--- src/rtl/gc_pkg.sv ---
// Shared constants for the garbled-circuit gate evaluator:
// gate types, error codes and sequencer state encoding.
package gc_pkg;

  localparam logic [1:0] GT_AND  = 2'd0;
  localparam logic [1:0] GT_XOR  = 2'd1;
  localparam logic [1:0] GT_BUF  = 2'd2;
  localparam logic [1:0] GT_RSVD = 2'd3;

  localparam logic [1:0] ERR_NONE = 2'd0;
  localparam logic [1:0] ERR_RSVD = 2'd1;
  localparam logic [1:0] ERR_OVR  = 2'd2;
  localparam logic [1:0] ERR_TMO  = 2'd3;

  typedef enum logic [2:0] {
    S_IDLE,
    S_FETCH,
    S_AES,
    S_CTXT,
    S_WAIT_ID
  } state_e;

endpackage

--- src/rtl/ctxt_buf.sv ---
// Garbled-table row buffer: NCTXT slots with valid bits,
// one write port, bulk clear and an index read with write bypass.
module ctxt_buf #(
  parameter int LABEL_W = 128,
  parameter int NCTXT   = 4,
  parameter int IDX_W   = 2
) (
  input  logic               clk,
  input  logic               rst_n,
  input  logic               clr_i,
  input  logic               wr_en_i,
  input  logic [IDX_W-1:0]   wr_idx_i,
  input  logic [LABEL_W-1:0] wr_data_i,
  input  logic [IDX_W-1:0]   rd_idx_i,
  output logic               rd_valid_o,
  output logic [LABEL_W-1:0] rd_data_o
);

  logic [LABEL_W-1:0] slot_q [NCTXT];
  logic [NCTXT-1:0]   valid_q;
  logic               wr_ok;
  logic               rd_ok;
  logic               byp;

  assign wr_ok = wr_en_i && (32'(wr_idx_i) < NCTXT);
  assign rd_ok = 32'(rd_idx_i) < NCTXT;
  assign byp   = wr_ok && (wr_idx_i == rd_idx_i);

  assign rd_valid_o = byp || (rd_ok && valid_q[rd_idx_i]);
  assign rd_data_o  = byp ? wr_data_i : slot_q[rd_idx_i];

  // a write in the clear cycle belongs to the new gate
  always_ff @(posedge clk) begin
    if (!rst_n) begin
      valid_q <= '0;
    end else begin
      if (clr_i)
        valid_q <= '0;
      if (wr_ok)
        valid_q[wr_idx_i] <= 1'b1;
    end
  end

  always_ff @(posedge clk) begin
    if (wr_ok)
      slot_q[wr_idx_i] <= wr_data_i;
  end

endmodule

--- src/rtl/gate_eval_ctl.sv ---
// Per-gate evaluation sequencer: fetch, optional AES + ciphertext,
// then one store per gate, with timeout and sticky coded errors.
module gate_eval_ctl
  import gc_pkg::*;
#(
  parameter int LABEL_W = 128,
  parameter int ID_W    = 24,
  parameter int NCTXT   = 4,
  parameter int TIMEOUT = 1024,
  parameter int CNT_W   = 16
) (
  input  logic               clk,
  input  logic               rst_n,
  input  logic [1:0]         gate_type,
  input  logic               id_1_strobe,
  input  logic               id_2_strobe,
  input  logic               gate_id_strobe,
  input  logic [ID_W-1:0]    gate_id,
  input  logic               ctxt_strobe,
  input  logic [LABEL_W-1:0] ctxt,
  input  logic [1:0]         ctxt_idx,
  input  logic               fetch_done,
  input  logic [LABEL_W-1:0] label_out,
  input  logic [1:0]         ctxt_point,
  output logic               aes_start,
  input  logic               aes_done,
  input  logic [LABEL_W-1:0] aes_out,
  output logic               store_strobe,
  output logic [ID_W-1:0]    store_id,
  output logic [LABEL_W-1:0] new_label,
  output logic               busy,
  output logic               error,
  output logic [1:0]         err_code,
  input  logic               err_clr,
  output logic [CNT_W-1:0]   gate_count
);

  localparam int TW = $clog2(TIMEOUT + 1);

  state_e             state_q;
  logic [1:0]         type_q;
  logic [1:0]         pt_q;
  logic [ID_W-1:0]    gid_q;
  logic               gid_pend_q;
  logic [LABEL_W-1:0] aes_q;
  logic [TW-1:0]      timer_q;
  logic               aes_start_q;
  logic               store_q;
  logic [ID_W-1:0]    store_id_q;
  logic [LABEL_W-1:0] label_q;
  logic               error_q;
  logic [1:0]         code_q;
  logic [CNT_W-1:0]   count_q;

  logic               idle;
  logic               start;
  logic               cap;
  logic               tmo;
  logic [1:0]         err_new;
  logic               rd_valid;
  logic [LABEL_W-1:0] rd_data;

  assign idle  = (state_q == S_IDLE);
  assign start = idle &&
    ((id_1_strobe && gate_type == GT_BUF) ||
     (id_2_strobe && (gate_type == GT_AND ||
                      gate_type == GT_XOR)));
  assign cap   = !idle || start;
  assign tmo   = !idle && (timer_q == TW'(TIMEOUT - 1));

  always_comb begin
    err_new = ERR_NONE;
    if (tmo)
      err_new = ERR_TMO;
    else if (!idle && (id_1_strobe || id_2_strobe))
      err_new = ERR_OVR;
    else if (idle && (id_1_strobe || id_2_strobe) &&
             gate_type == GT_RSVD)
      err_new = ERR_RSVD;
  end

  ctxt_buf #(
    .LABEL_W (LABEL_W),
    .NCTXT   (NCTXT),
    .IDX_W   (2)
  ) u_ctxt_buf (
    .clk        (clk),
    .rst_n      (rst_n),
    .clr_i      (start),
    .wr_en_i    (ctxt_strobe && cap),
    .wr_idx_i   (ctxt_idx),
    .wr_data_i  (ctxt),
    .rd_idx_i   (pt_q),
    .rd_valid_o (rd_valid),
    .rd_data_o  (rd_data)
  );

  always_ff @(posedge clk) begin
    if (!rst_n) begin
      state_q     <= S_IDLE;
      type_q      <= GT_AND;
      pt_q        <= '0;
      gid_q       <= '0;
      gid_pend_q  <= 1'b0;
      aes_q       <= '0;
      timer_q     <= '0;
      aes_start_q <= 1'b0;
      store_q     <= 1'b0;
      store_id_q  <= '0;
      label_q     <= '0;
      error_q     <= 1'b0;
      code_q      <= ERR_NONE;
      count_q     <= '0;
    end else begin
      aes_start_q <= 1'b0;
      store_q     <= 1'b0;
      timer_q     <= idle ? '0 : timer_q + 1'b1;

      if (cap && gate_id_strobe) begin
        gid_q      <= gate_id;
        gid_pend_q <= 1'b1;
      end else if (start) begin
        gid_pend_q <= 1'b0;
      end

      if (tmo) begin
        state_q <= S_IDLE;
        timer_q <= '0;
      end else begin
        unique case (state_q)
          S_IDLE: begin
            if (start) begin
              type_q  <= gate_type;
              state_q <= S_FETCH;
              timer_q <= '0;
            end
          end
          S_FETCH: begin
            if (fetch_done) begin
              timer_q <= '0;
              if (type_q == GT_AND) begin
                aes_start_q <= 1'b1;
                pt_q        <= ctxt_point;
                state_q     <= S_AES;
              end else begin
                label_q <= label_out;
                state_q <= S_WAIT_ID;
              end
            end
          end
          S_AES: begin
            if (aes_done) begin
              timer_q <= '0;
              aes_q   <= aes_out;
              if (rd_valid) begin
                label_q <= aes_out ^ rd_data;
                state_q <= S_WAIT_ID;
              end else begin
                state_q <= S_CTXT;
              end
            end
          end
          S_CTXT: begin
            if (rd_valid) begin
              timer_q <= '0;
              label_q <= aes_q ^ rd_data;
              state_q <= S_WAIT_ID;
            end
          end
          S_WAIT_ID: begin
            if (gid_pend_q || gate_id_strobe) begin
              timer_q    <= '0;
              store_q    <= 1'b1;
              store_id_q <= gate_id_strobe ? gate_id : gid_q;
              count_q    <= count_q + 1'b1;
              state_q    <= S_IDLE;
            end
          end
          default: state_q <= S_IDLE;
        endcase
      end

      // a clear in the same cycle makes room for the new code
      if (err_new != ERR_NONE) begin
        error_q <= 1'b1;
        if (!error_q || err_clr)
          code_q <= err_new;
      end else if (err_clr) begin
        error_q <= 1'b0;
        code_q  <= ERR_NONE;
      end
    end
  end

  assign aes_start    = aes_start_q;
  assign store_strobe = store_q;
  assign store_id     = store_id_q;
  assign new_label    = label_q;
  assign busy         = !idle;
  assign error        = error_q;
  assign err_code     = code_q;
  assign gate_count   = count_q;

endmodule
--- config.mk ---
export PLATFORM = sky130hd
export DESIGN_NAME = gate_eval_ctl
export DESIGN_NICKNAME = d
export VERILOG_FILES = /design/src/rtl/gc_pkg.sv /design/src/rtl/ctxt_buf.sv /design/src/rtl/gate_eval_ctl.sv
export SDC_FILE = /design/constraint.sdc
export NUM_CORES = 1
export LEC_CHECK = 0
export CORE_ASPECT_RATIO = 1.75
export CORE_MARGIN = 3
export CORE_UTILIZATION = 48
export CTS_CLUSTER_DIAMETER = 100
export DETAILED_ROUTE_END_ITERATION = 16
export PLACE_DENSITY = 0.76
export SLEW_MARGIN = 40
export SYNTH_ARGS = -nofsm -noshare
export SYNTH_HDL_FRONTEND = slang
export SYNTH_SLANG_ARGS = --single-unit
--- constraint.sdc ---
create_clock -name clk -period 12.29 [get_ports clk]
set_input_delay 2.458 -clock clk [delete_from_list [all_inputs] [get_ports clk]]
set_output_delay 2.458 -clock clk [all_outputs]
set_load 0.005 [all_outputs]
==> Word-level counts from Yosys, hierarchy flattened <==
Memory sizes are Yosys's and may differ from the RTL's. A register that Yosys moved wholly into a read port is not among the register bits.
Cells that the tools add are included.
{ "classes": {"addsub": 2, "multipliers": 0, "n_div": 0, "n_lt_le_gt_ge": 3, "n_eq_ne": 17, "shifts": 0, "mux": 46, "bitwise": 8, "reduce_logical": 37} }
{ "op_table": {"columns": ["operator", "n"], "rows": [
  ["2-to-1 mux 128 bit", 6],
  ["one-hot mux 128 bit (3 select lines)", 1],
  ["XOR 128 bit", 2],
  ["2-to-1 mux 11 bit", 6],
  ["one-hot mux 11 bit (5 select lines)", 1],
  ["2-to-1 mux 24 bit", 1],
  ["2-to-1 mux 3 bit", 7],
  ["adder 16 x 1 -> 16 bit (second input constant)", 1],
  ["one-hot mux 3 bit (5 select lines)", 1],
  ["2-to-1 mux 2 bit", 7],
  ["2-to-1 mux 4 bit", 3],
  ["inequality test 2 bit (second input constant)", 6],
  ["adder 11 x 1 -> 11 bit (second input constant)", 1],
  ["== test 11 x 10 -> 1 bit (second input constant)", 1],
  ["logical AND 1 bit", 11],
  ["2-to-1 mux 1 bit", 11],
  ["AND reduction 3 bit", 3],
  ["logical OR 1 bit", 7],
  ["AND reduction 7 bit", 1],
  ["== test 3 x 2 -> 1 bit (second input constant)", 2],
  ["less-than comparator 2 x 3 -> 1 bit (second input constant)", 2],
  ["nonzero test 2 bit", 3],
  ["inverter 1 bit", 5],
  ["AND reduction 5 bit", 1],
  ["other kinds (19)", 23]
]} }
{ "word_totals": {"ff_bits": 348, "latchBits": 0, "ramBits": 512, "mem_bits_ro": 0, "memories": 1} }
{ "mem_list": {"columns": ["memory", "depth", "word_bits", "read_ports", "rd_clocked_by_memory_dff", "wr", "line_no", "text"], "rows": [
  ["u_ctxt_buf.slot_q", 4, 128, 1, 1, 1, "ctxt_buf.sv:19", "logic [LABEL_W-1:0] slot_q [NCTXT];"]
]} }

==> Depth between registers and ports, before layout <==
Gate-level depths: netlist of run 1.
{ "depth": {"ltp_word": 13, "depth_mapped": 10, "mapped_depth_nobuf": 7} }

==> Modules after synthesis <==
A second synthesis of run 1 with hierarchy kept.
{ "unflattened": {"cells_unflattened": 2847, "hier_area_um2": 38080.3} }
{ "by_module_without_submodules": {"columns": ["mod", "instances", "cells_per_inst", "area_each_um2", "seq_area_each_um2"], "rows": [
  ["ctxt_buf", 1, 834, 20236.9, 15454.8],
  ["gate_eval_ctl", 1, 2013, 17843.4, 6886.6]
]} }

==> Worst setup path after synthesis of run 1 <==
Ideal clock, no wire load.
{ "synth_path": {"path_type": "input port to flip-flop", "startpoint": "in gate_type[0]", "endpoint": "reg u_ctxt_buf.valid_q[2]", "setup_time_ps": 98, "arrival_time_ps": 12268, "required_time_ps": 12192, "path_slack_ps": -76, "path_stages": 5, "path_buffers": 0, "cell_sequence": "nand3b_1 > nand3_1 > nand2_1 > nor3_1 > o21a_1"} }
{ "synth_between": {"elab_chain_len": 9} }
{ "synth_rtl": {"columns": ["element", "line_no", "text"], "rows": [
  ["from (decl)", "gate_eval_ctl.sv:14", "input logic [1:0] gate_type,"],
  ["== test 2 x 1 -> 1 bit or zero test 2 bit (tied branches)", "gate_eval_ctl.sv:67, gate_eval_ctl.sv:66", null],
  ["logical OR 1 bit", "gate_eval_ctl.sv:66", "(id_2_strobe && (gate_type == GT_AND ||"],
  ["logical AND 1 bit", "gate_eval_ctl.sv:66", null],
  ["logical OR 1 bit (*)", "gate_eval_ctl.sv:65", "((id_1_strobe && gate_type == GT_BUF) ||"],
  ["logical AND 1 bit (*)", "gate_eval_ctl.sv:64", "assign start = idle &&"],
  ["2-to-1 mux 4 bit", "ctxt_buf.sv:37", "if (clr_i)"],
  ["2-to-1 mux 4 bit", "ctxt_buf.sv:34", "if (!rst_n) begin"],
  ["OR 4 bit (no source line)", null, null],
  ["2-to-1 mux 4 bit (*)", "ctxt_buf.sv:39", "if (wr_ok)"],
  ["to (signal assigned)", "ctxt_buf.sv:35", "valid_q <= '0;"],
  ["to (signal assigned)", "ctxt_buf.sv:38", "valid_q <= '0;"],
  ["to (signal, indexed assignment)", "ctxt_buf.sv:40", "valid_q[wr_idx_i] <= 1'b1;"],
  ["to (decl)", "ctxt_buf.sv:20", "logic [NCTXT-1:0] valid_q;"]
]} }
Mark *: on every way between the ends. The rest lies on a longest branch, timed or not. The select of a mux whose other input is x is not followed.
A chain may end at the register's enable or synchronous reset.

==> Worst setup path after layout of run 1 <==
{ "layout_path": {"startpoint": "in gate_type[0]", "endpoint": "reg label_q[108], in the netlist new_label[108]"} }
{ "layout_between": {"elab_chain_len": 13} }
{ "layout_rtl": {"columns": ["element", "line_no", "text"], "rows": [
  ["== test 2 x 1 -> 1 bit or zero test 2 bit (tied branches)", "gate_eval_ctl.sv:67, gate_eval_ctl.sv:66", null],
  ["logical OR 1 bit", "gate_eval_ctl.sv:66", null],
  ["logical AND 1 bit", "gate_eval_ctl.sv:66", null],
  ["logical OR 1 bit (*)", "gate_eval_ctl.sv:65", null],
  ["logical AND 1 bit (*)", "gate_eval_ctl.sv:64", null],
  ["logical OR 1 bit (*)", "gate_eval_ctl.sv:68", "assign cap = !idle || start;"],
  ["logical AND 1 bit (*)", "gate_eval_ctl.sv:90", ".wr_en_i (ctxt_strobe && cap),"],
  ["logical AND 1 bit (*)", "ctxt_buf.sv:27", "assign byp = wr_ok && (wr_idx_i == rd_idx_i);"],
  ["2-to-1 mux 128 bit", "ctxt_buf.sv:30", "assign rd_data_o = byp ? wr_data_i : slot_q[rd_idx_i];"],
  ["XOR 128 bit", "gate_eval_ctl.sv:156", "label_q <= aes_out ^ rd_data;"],
  ["2-to-1 mux 128 bit", "gate_eval_ctl.sv:155", "if (rd_valid) begin"],
  ["2-to-1 mux 128 bit", "gate_eval_ctl.sv:152", "if (aes_done) begin"],
  ["one-hot mux 128 bit (3 select lines)", "gate_eval_ctl.sv:130", "unique case (state_q)"],
  ["to (signal assigned)", "gate_eval_ctl.sv:146", "label_q <= label_out;"],
  ["to (signal assigned)", "gate_eval_ctl.sv:156", null],
  ["to (signal assigned)", "gate_eval_ctl.sv:166", "label_q <= aes_q ^ rd_data;"],
  ["to (decl)", "gate_eval_ctl.sv:50", "logic [LABEL_W-1:0] label_q;"]
]} }
Marks and branches as above.

==> results of run 1 <==
-- registers in the layout, summed over array words and instances (netlist names), 4 cells and up, named ones only --
name,cells
u_ctxt_buf.slot_q,512
aes_q,128
new_label,128
gid_q,24
store_id,24
gate_count,16
timer_q,11
u_ctxt_buf.valid_q,4
-- Yosys cell counts, types with 9 or more instances --
master      n
edfxtp_1  512
dfxtp_1   350
nand2_1   324
mux2i_1   286
a21oi_1   164
xnor2_1   144
mux4_2    129
a32o_1    128
o21bai_1  128
clkbuf_1   97
nor2_1     75
buf_2      45
a211oi_1   24
buf_1      24
buf_6      14
nor3_1     12
nand3_1    11
o21ai_0     9
-- worst max-delay path: stages --
cell and delay, ns:
clkdlybuf4s50_1 0.54, nand3b_1 0.19, nand3_1 0.28, nand2_4 0.68, buf_6 0.68, mux2i_1 0.36
xnor2_1 0.18, o21bai_1 0.08
-- report_power, final --
part / switching (W) / internal, W / leakage (nW) / total [W]
clock network: 0.00108 / 0.00138 / 1.25 / 0.00246
logic: 0.000798 / 0.000797 / 7.43 / 0.00159
registers: 0.000144 / 0.00334 / 7.49 / 0.00348
-- through the flow --
step	hold WS (ns)	TNS [ns]	instances	total power, W	utilization
after global routing	0.467	0	4077	0.00783	0.614
after detailed placement	0.434	0	3918	0.00513	0.577
final	0.448	0	4083	0.00754	0.614
after CTS	0.443	0	4064	0.00759	0.613
after global placement	0.425	0	3917	0.00508	0.576
after floorplan	0.418	-16.92	2544	0.00447	-
-- worst max-delay path by stage --
stage | from | end | slack [ns] | depth (start not counted)
4_1_cts | gate_type[0] | new_label[108] | 7.36 | 8
3_5_place_dp | gate_type[0] | new_label[108] | 6.66 | 8
2_1_floorplan | gate_type[0] | u_ctxt_buf.valid_q[2] | -0.08 | 5
3_3_place_gp | gate_type[0] | new_label[92] | 6.60 | 8
6_report | gate_type[0] | new_label[108] | 7.29 | 8
5_1_grt | gate_type[0] | new_label[108] | 7.23 | 8
-- metal layers --
metal,part of all wire,vias to the layer above
met5,0.00039,-
met4,0.037,6
met3,0.079,186
met2,0.50,1036
met1,0.38,11800
li1,-,10700
-- cell families after synthesis --
| logic type | Yosys count |
|---|---|
| mux | 415 |
| flops | 862 |
| simple gates | 463 |
| compound gates | 461 |
| xor+xnor | 151 |
| buf+inv | 190 |
| fa+ha+maj | 2 |
-- area by class of cell --
cell class	instances	area, um^2	area share
Antenna cell	17	42.5	0.000946
Multi-Input combinational cell	1492	12400	0.277
Inverter	9	46.3	0.00103
Clock buffer	101	2160	0.0481
Sequential cell	862	22400	0.498
Clock inverter	45	403	0.00896
Tap cell	931	1160	0.0259
Timing Repair Buffer	626	6330	0.141
==> metrics.md, run 1 <==
| Metric | Value |
|---|---|
| Mux cell area share after synthesis | `0.162` |
| Slew @ Worst Pin | `0.881 ns` |
| Sequential area share after synthesis | `0.628` |
| GRT Residual Overflow | `0` |
| Post-synthesis simple-gate area fraction | `0.0535` |
| Hold Crit Class | `reg2reg` |
| Detailed-route DRC error count | `0` |
| Largest net degree at the start of global routing | `130` |
| M1 GR Usage | `0.298` |
| Routed Antenna Nets | `0` |
| FMAX | `0.200 GHz` |
| Adder-cell share of the synthesized area | `0.000702` |
| Initial antenna violation count | `19` |
| Commonest non-fill, non-tap cells in the layout | `595 x clkdlybuf4s50_1, 512 x edfxtp_1, 348 x dfxtp_1` |
| Syn_nets | `2969` |
| Outcome | `completed` |
| Worst-path fanout max | `51` |
| Routability Congestion | `0.872` |
| RSZ-0062 raised after global routing | `no` |
| CP arrival | `5.52 ns` |
| Cells resized by post-CTS repair | `0` |
| Core box area | `73300 um^2` |
| Post-CTS Setup Repair Bufs | `0` |
| Cell Area, Synth | `35600 um^2` |
| DR iter-0 viols | `1817` |
| Cell row count | `131` |
| P&R area growth vs syn | `26.2%` |
| DP Wirelength | `63000 um` |
| Reg2Reg Depth | `8` |
| Largest family of logic cells by synthesized area | `multiplexers` |
| Detailed-route via count | `23700` |
| 1st-pass router iterations | `5` |
| Post-route cell area | `45000 um^2` |
| I/O Buffers | `596` |
| Die Footprint | `77700 um^2` |
| Busiest layer in global routing | `met2` |
| Vias per cell | `5.80` |
| Max-slew violation count | `0` |
| TritonCTS clock tree | `yes` |
| Global-route wire length before repair | `149000 um` |
| Final worst clock skew | `0.0180 ns` |
| HP Start | `timer_q[10]` |
| Slew headroom | `0.413` |
| Fin. Hold Viols | `0` |
| Initial Util | `0.486` |
| Hold depth | `2` |
| Synth Instances | `2544` |
| Syn_area_per_cell | `14.0 um^2` |
| Max VDD drop | `119 uV` |
| Setup WS pre-CTS | `6.66 ns` |
| Chip width | `212 um` |
| Share of cells above drive strength 1 | `0.0954` |
| CP Capture Type | `flop` |
| Complex-gate fraction of the synthesized area | `0.0941` |
| DRT Wirelength | `98700 um` |
| Nets | `3494` |
| CTS H-tree lvls | `3` |
| Critical path startpoint category | `primary input` |
| Predominant post-synthesis flop cell | `edfxtp_1` |
| Met3 GRT Util | `0.0566` |
| Number of global-route vias before repair | `25500` |
| EDFF count, synth | `512` |
| Max-cap violations | `0` |
| Final Cycle Share | `0.407` |
| CTS Sinks | `862` |
| All-Layer GR Usage | `0.249` |
| Post-route minimum period | `5.00 ns` |
| Met2 Use GR | `0.429` |
| Reg clk slew, reported paths | `0.06 ns` |
| # IOs | `597` |
| Required @ worst endpoint | `12.81 ns` |
| Top-area cell type share of the netlist area | `0.431` |
| # hold bufs at CTS | `0` |
| CTS Root Buffer Type | `clkbuf_16` |
| Register bit total from synthesis | `862` |
| Xor-xnor portion of the synthesized cell area | `0.0371` |
| Reg-to-reg slack, setup | `8.56 ns` |
| # fillers | `5500` |
| Reg2reg start | `timer_q[0]` |
| Commonest non-fill, non-tap cell in the layout | `clkdlybuf4s50_1` |
| Chip height | `366 um` |
| YS warnings | `0` |
| Post-synth cell types | `47` |
| Synth area leaders | `edfxtp_1 43%, dfxtp_1 20%, mux4_2 8.2%` |
| Placed Area | `42300 um^2` |
| Clock buffer depth | `3` |
| Final Worst Setup Slack | `7.29 ns` |
| Worst skew pair latency | `0.65 ns` |
| Leading area contributor after synthesis | `edfxtp_1` |
| Num CTS Buffers | `78` |
| Hold Path End | `timer_q[10]` |
| Static Leak | `16.2 nW` |
| Cell Pwr Density | `168 nW/um^2` |
| Ys async rst share | `0` |
| Wire length per cell | `24.2 um` |
| Setup violators final | `0` |
| CP Class | `in2reg` |
| R2R Path End | `aes_q[13]` |
No activity file was read; power rests on OpenSTA's default activity.
==> run 2: changes to the inputs <==
clock period = 4.1 ns   (was 12.29 ns; I/O delays follow)
==> metrics.md, run 2 (synthesis gave the netlist of run 1 again) <==
| Metric | Value |
|---|---|
| Outcome | `completed` |
| Detailed-route DRC error count | `0` |
| All-Layer GR Usage | `0.245` |
| Routability Congestion | `0.829` |
| Final Cycle Share | `0.747` |
| Switching power | `0.00599 W` |
| Post-route cell area | `45400 um^2` |
| Worst-path fanout max | `15` |
| Num CTS Buffers | `77` |
| CP Class | `reg2out` |
| Post-CTS Setup Repair Bufs | `0` |
| Max-slew violation count | `0` |
| Initial antenna violation count | `20` |
| DRT Wirelength | `97100 um` |
| Placed Area | `42700 um^2` |
| Max stage delay on crit path | `0.51 ns` |
| Hold depth | `2` |
| Cell Pwr Density | `503 nW/um^2` |
| Reg2Reg Depth | `8` |
| Setup violators final | `0` |
| FMAX | `0.327 GHz` |
| Core box area | `73300 um^2` |
| # fillers | `5475` |
| Critical-path top delay cell | `clkdlybuf4s50_1` |
| Met2 Use GR | `0.428` |
| Static Leak | `16.4 nW` |
| CP top delay family | `buffers and inverters` |
| Combinational power share | `0.213` |
| I/O Buffers | `596` |
| M1 GR Usage | `0.286` |
| TritonCTS clock tree | `yes` |
| Worst Path Buf+Inv | `2` |
| Initial Util | `0.486` |
| Post-route minimum period | `3.06 ns` |
| Worst skew pair latency | `0.65 ns` |
| Commonest non-fill, non-tap cell in the layout | `clkdlybuf4s50_1` |
| Clock power frac | `0.331` |
| Largest net degree at the start of global routing | `129` |
| Int Power | `0.0169 W` |
| Number of global-route vias before repair | `24700` |
| Reg2reg start | `timer_q[0]` |
| Fin. Hold Viols | `0` |
| Hold Path End | `aes_q[59]` |
| Final Worst Setup Slack | `1.04 ns` |
| Final worst clock skew | `0.0168 ns` |
| Busiest layer in global routing | `met2` |
| Max-cap violations | `0` |
| CP Capture Type | `output port` |
| Clock buffer depth | `3` |
| Nets | `3513` |
| CP arrival | `2.24 ns` |
| R2R Path End | `new_label[87]` |
| WHS | `0.453 ns` |
| Detailed-route via count | `23600` |
| Slew @ Worst Pin | `0.840 ns` |
| Setup WS pre-CTS | `0.769 ns` |
| Routed Antenna Nets | `0` |
| Global-route wire length before repair | `146000 um` |
| Flop pwr share | `0.456` |
| DP Wirelength | `64100 um` |
| CTS H-tree lvls | `3` |
| Cell row count | `131` |
| Met3 GRT Util | `0.0643` |
| Vias per cell | `5.77` |
| CTS Root Buffer Type | `clkbuf_16` |
| Critical path cell sequence | `nor3_2 -> inv_1 -> clkdlybuf4s50_1` |
| Chip height | `366 um` |
| Slew headroom | `0.440` |
| Chip width | `212 um` |
| Most flop-heavy register | `u_ctxt_buf.slot_q` |
| Die Footprint | `77700 um^2` |
| 1st-pass router iterations | `5` |
| Commonest non-fill, non-tap cells in the layout | `595 x clkdlybuf4s50_1, 512 x edfxtp_1, 348 x dfxtp_1` |
| Reg clk slew, reported paths | `0.06 ns` |
| HP Start | `aes_q[59]` |
| Max VDD drop | `393 uV` |
| Hold Crit Class | `reg2reg` |
| DR iter-0 viols | `1915` |
| Cells resized by post-CTS repair | `0` |
| Share of cells above drive strength 1 | `0.101` |
| Required @ worst endpoint | `3.28 ns` |
| # IOs | `597` |
| Reg-to-reg slack, setup | `1.11 ns` |
| CTS Sinks | `862` |
| Critical path startpoint category | `flop` |
| P&R area growth vs syn | `27.4%` |
| GRT Residual Overflow | `0` |
| Wire length per cell | `23.7 um` |
| Switching Fraction | `0.262` |
| RSZ-0062 raised after global routing | `no` |
| Max reg flops | `512` |
| # hold bufs at CTS | `0` |
[run 2: changes by cell type in the layout (fill, tap and decap cells not counted), moves of 2 or more]
cell        before  now
clkbuf_8         2   14
clkinv_1        11    8
buf_4            9   24
clkinv_4         3    1
buf_6           17    2
clkinvlp_4       3    0
nor3_4           0    2
buf_16           2    0
clkinvlp_2       3    0
bufinv_16        6    8
buf_12           3   24
nor3_2           3    1
clkinv_8         2    0
clkinv_2        15   10
[run 2: power by group through the flow]
stage | sequential (W) | combinational, W | clock, W
floorplan | 0.0105 | 0.00283 | 0
detailed placement | 0.0106 | 0.00487 | 0
CTS | 0.0104 | 0.00491 | 0.00771
global placement | 0.0105 | 0.00478 | 0
global route | 0.0105 | 0.00523 | 0.00802
finish | 0.0104 | 0.00488 | 0.00756
[run 2: how the worst max path moves through the flow]
| stage | to | startpoint | depth (start not counted) | slack, ns |
|---|---|---|---|---|
| floorplan | u_ctxt_buf.slot_q[3][0] | gate_type[0] | 4 | -0.97 |
| global placement | new_label[126] | ctxt_idx[1] | 9 | 0.80 |
| detailed placement | new_label[126] | gate_type[0] | 9 | 0.77 |
| CTS | busy | state_q[0] | 3 | 1.01 |
| global route | busy | state_q[0] | 3 | 0.94 |
| finish | busy | state_q[0] | 3 | 1.04 |
[run 2: through the flow]
step	TNS (ns)	total power [W]	util	instances
after floorplan	-429.58	0.0133	-	2544
after global placement	0	0.0153	0.583	3940
after detailed placement	0	0.0155	0.583	3940
after CTS	0	0.0230	0.619	4080
after global routing	0	0.0237	0.619	4088
final	0	0.0229	0.620	4097
[run 2: cell type report]
type | instances | area (um^2) | area share
Multi-Input combinational cell | 1492 | 12500 | 0.275
Clock buffer | 110 | 2290 | 0.0504
Timing Repair Buffer | 646 | 6650 | 0.147
Tap cell | 931 | 1160 | 0.0257
Clock inverter | 30 | 355 | 0.00783
Antenna cell | 17 | 42.5 | 0.000937
Sequential cell | 862 | 22400 | 0.493
Inverter | 9 | 41.3 | 0.000910
[run 2: worst min-delay path, cell delays in order, from the launching register on]
cell     delay, ns
dfxtp_1       0.31
nand2_1       0.05
a21oi_1       0.05
[run 2: metal layers]
| layer | up-vias | share of wire |
|---|---|---|
| met5 | - | 0.00054 |
| met4 | 8 | 0.031 |
| met3 | 152 | 0.080 |
| met2 | 922 | 0.51 |
| met1 | 11900 | 0.38 |
| li1 | 10700 | - |
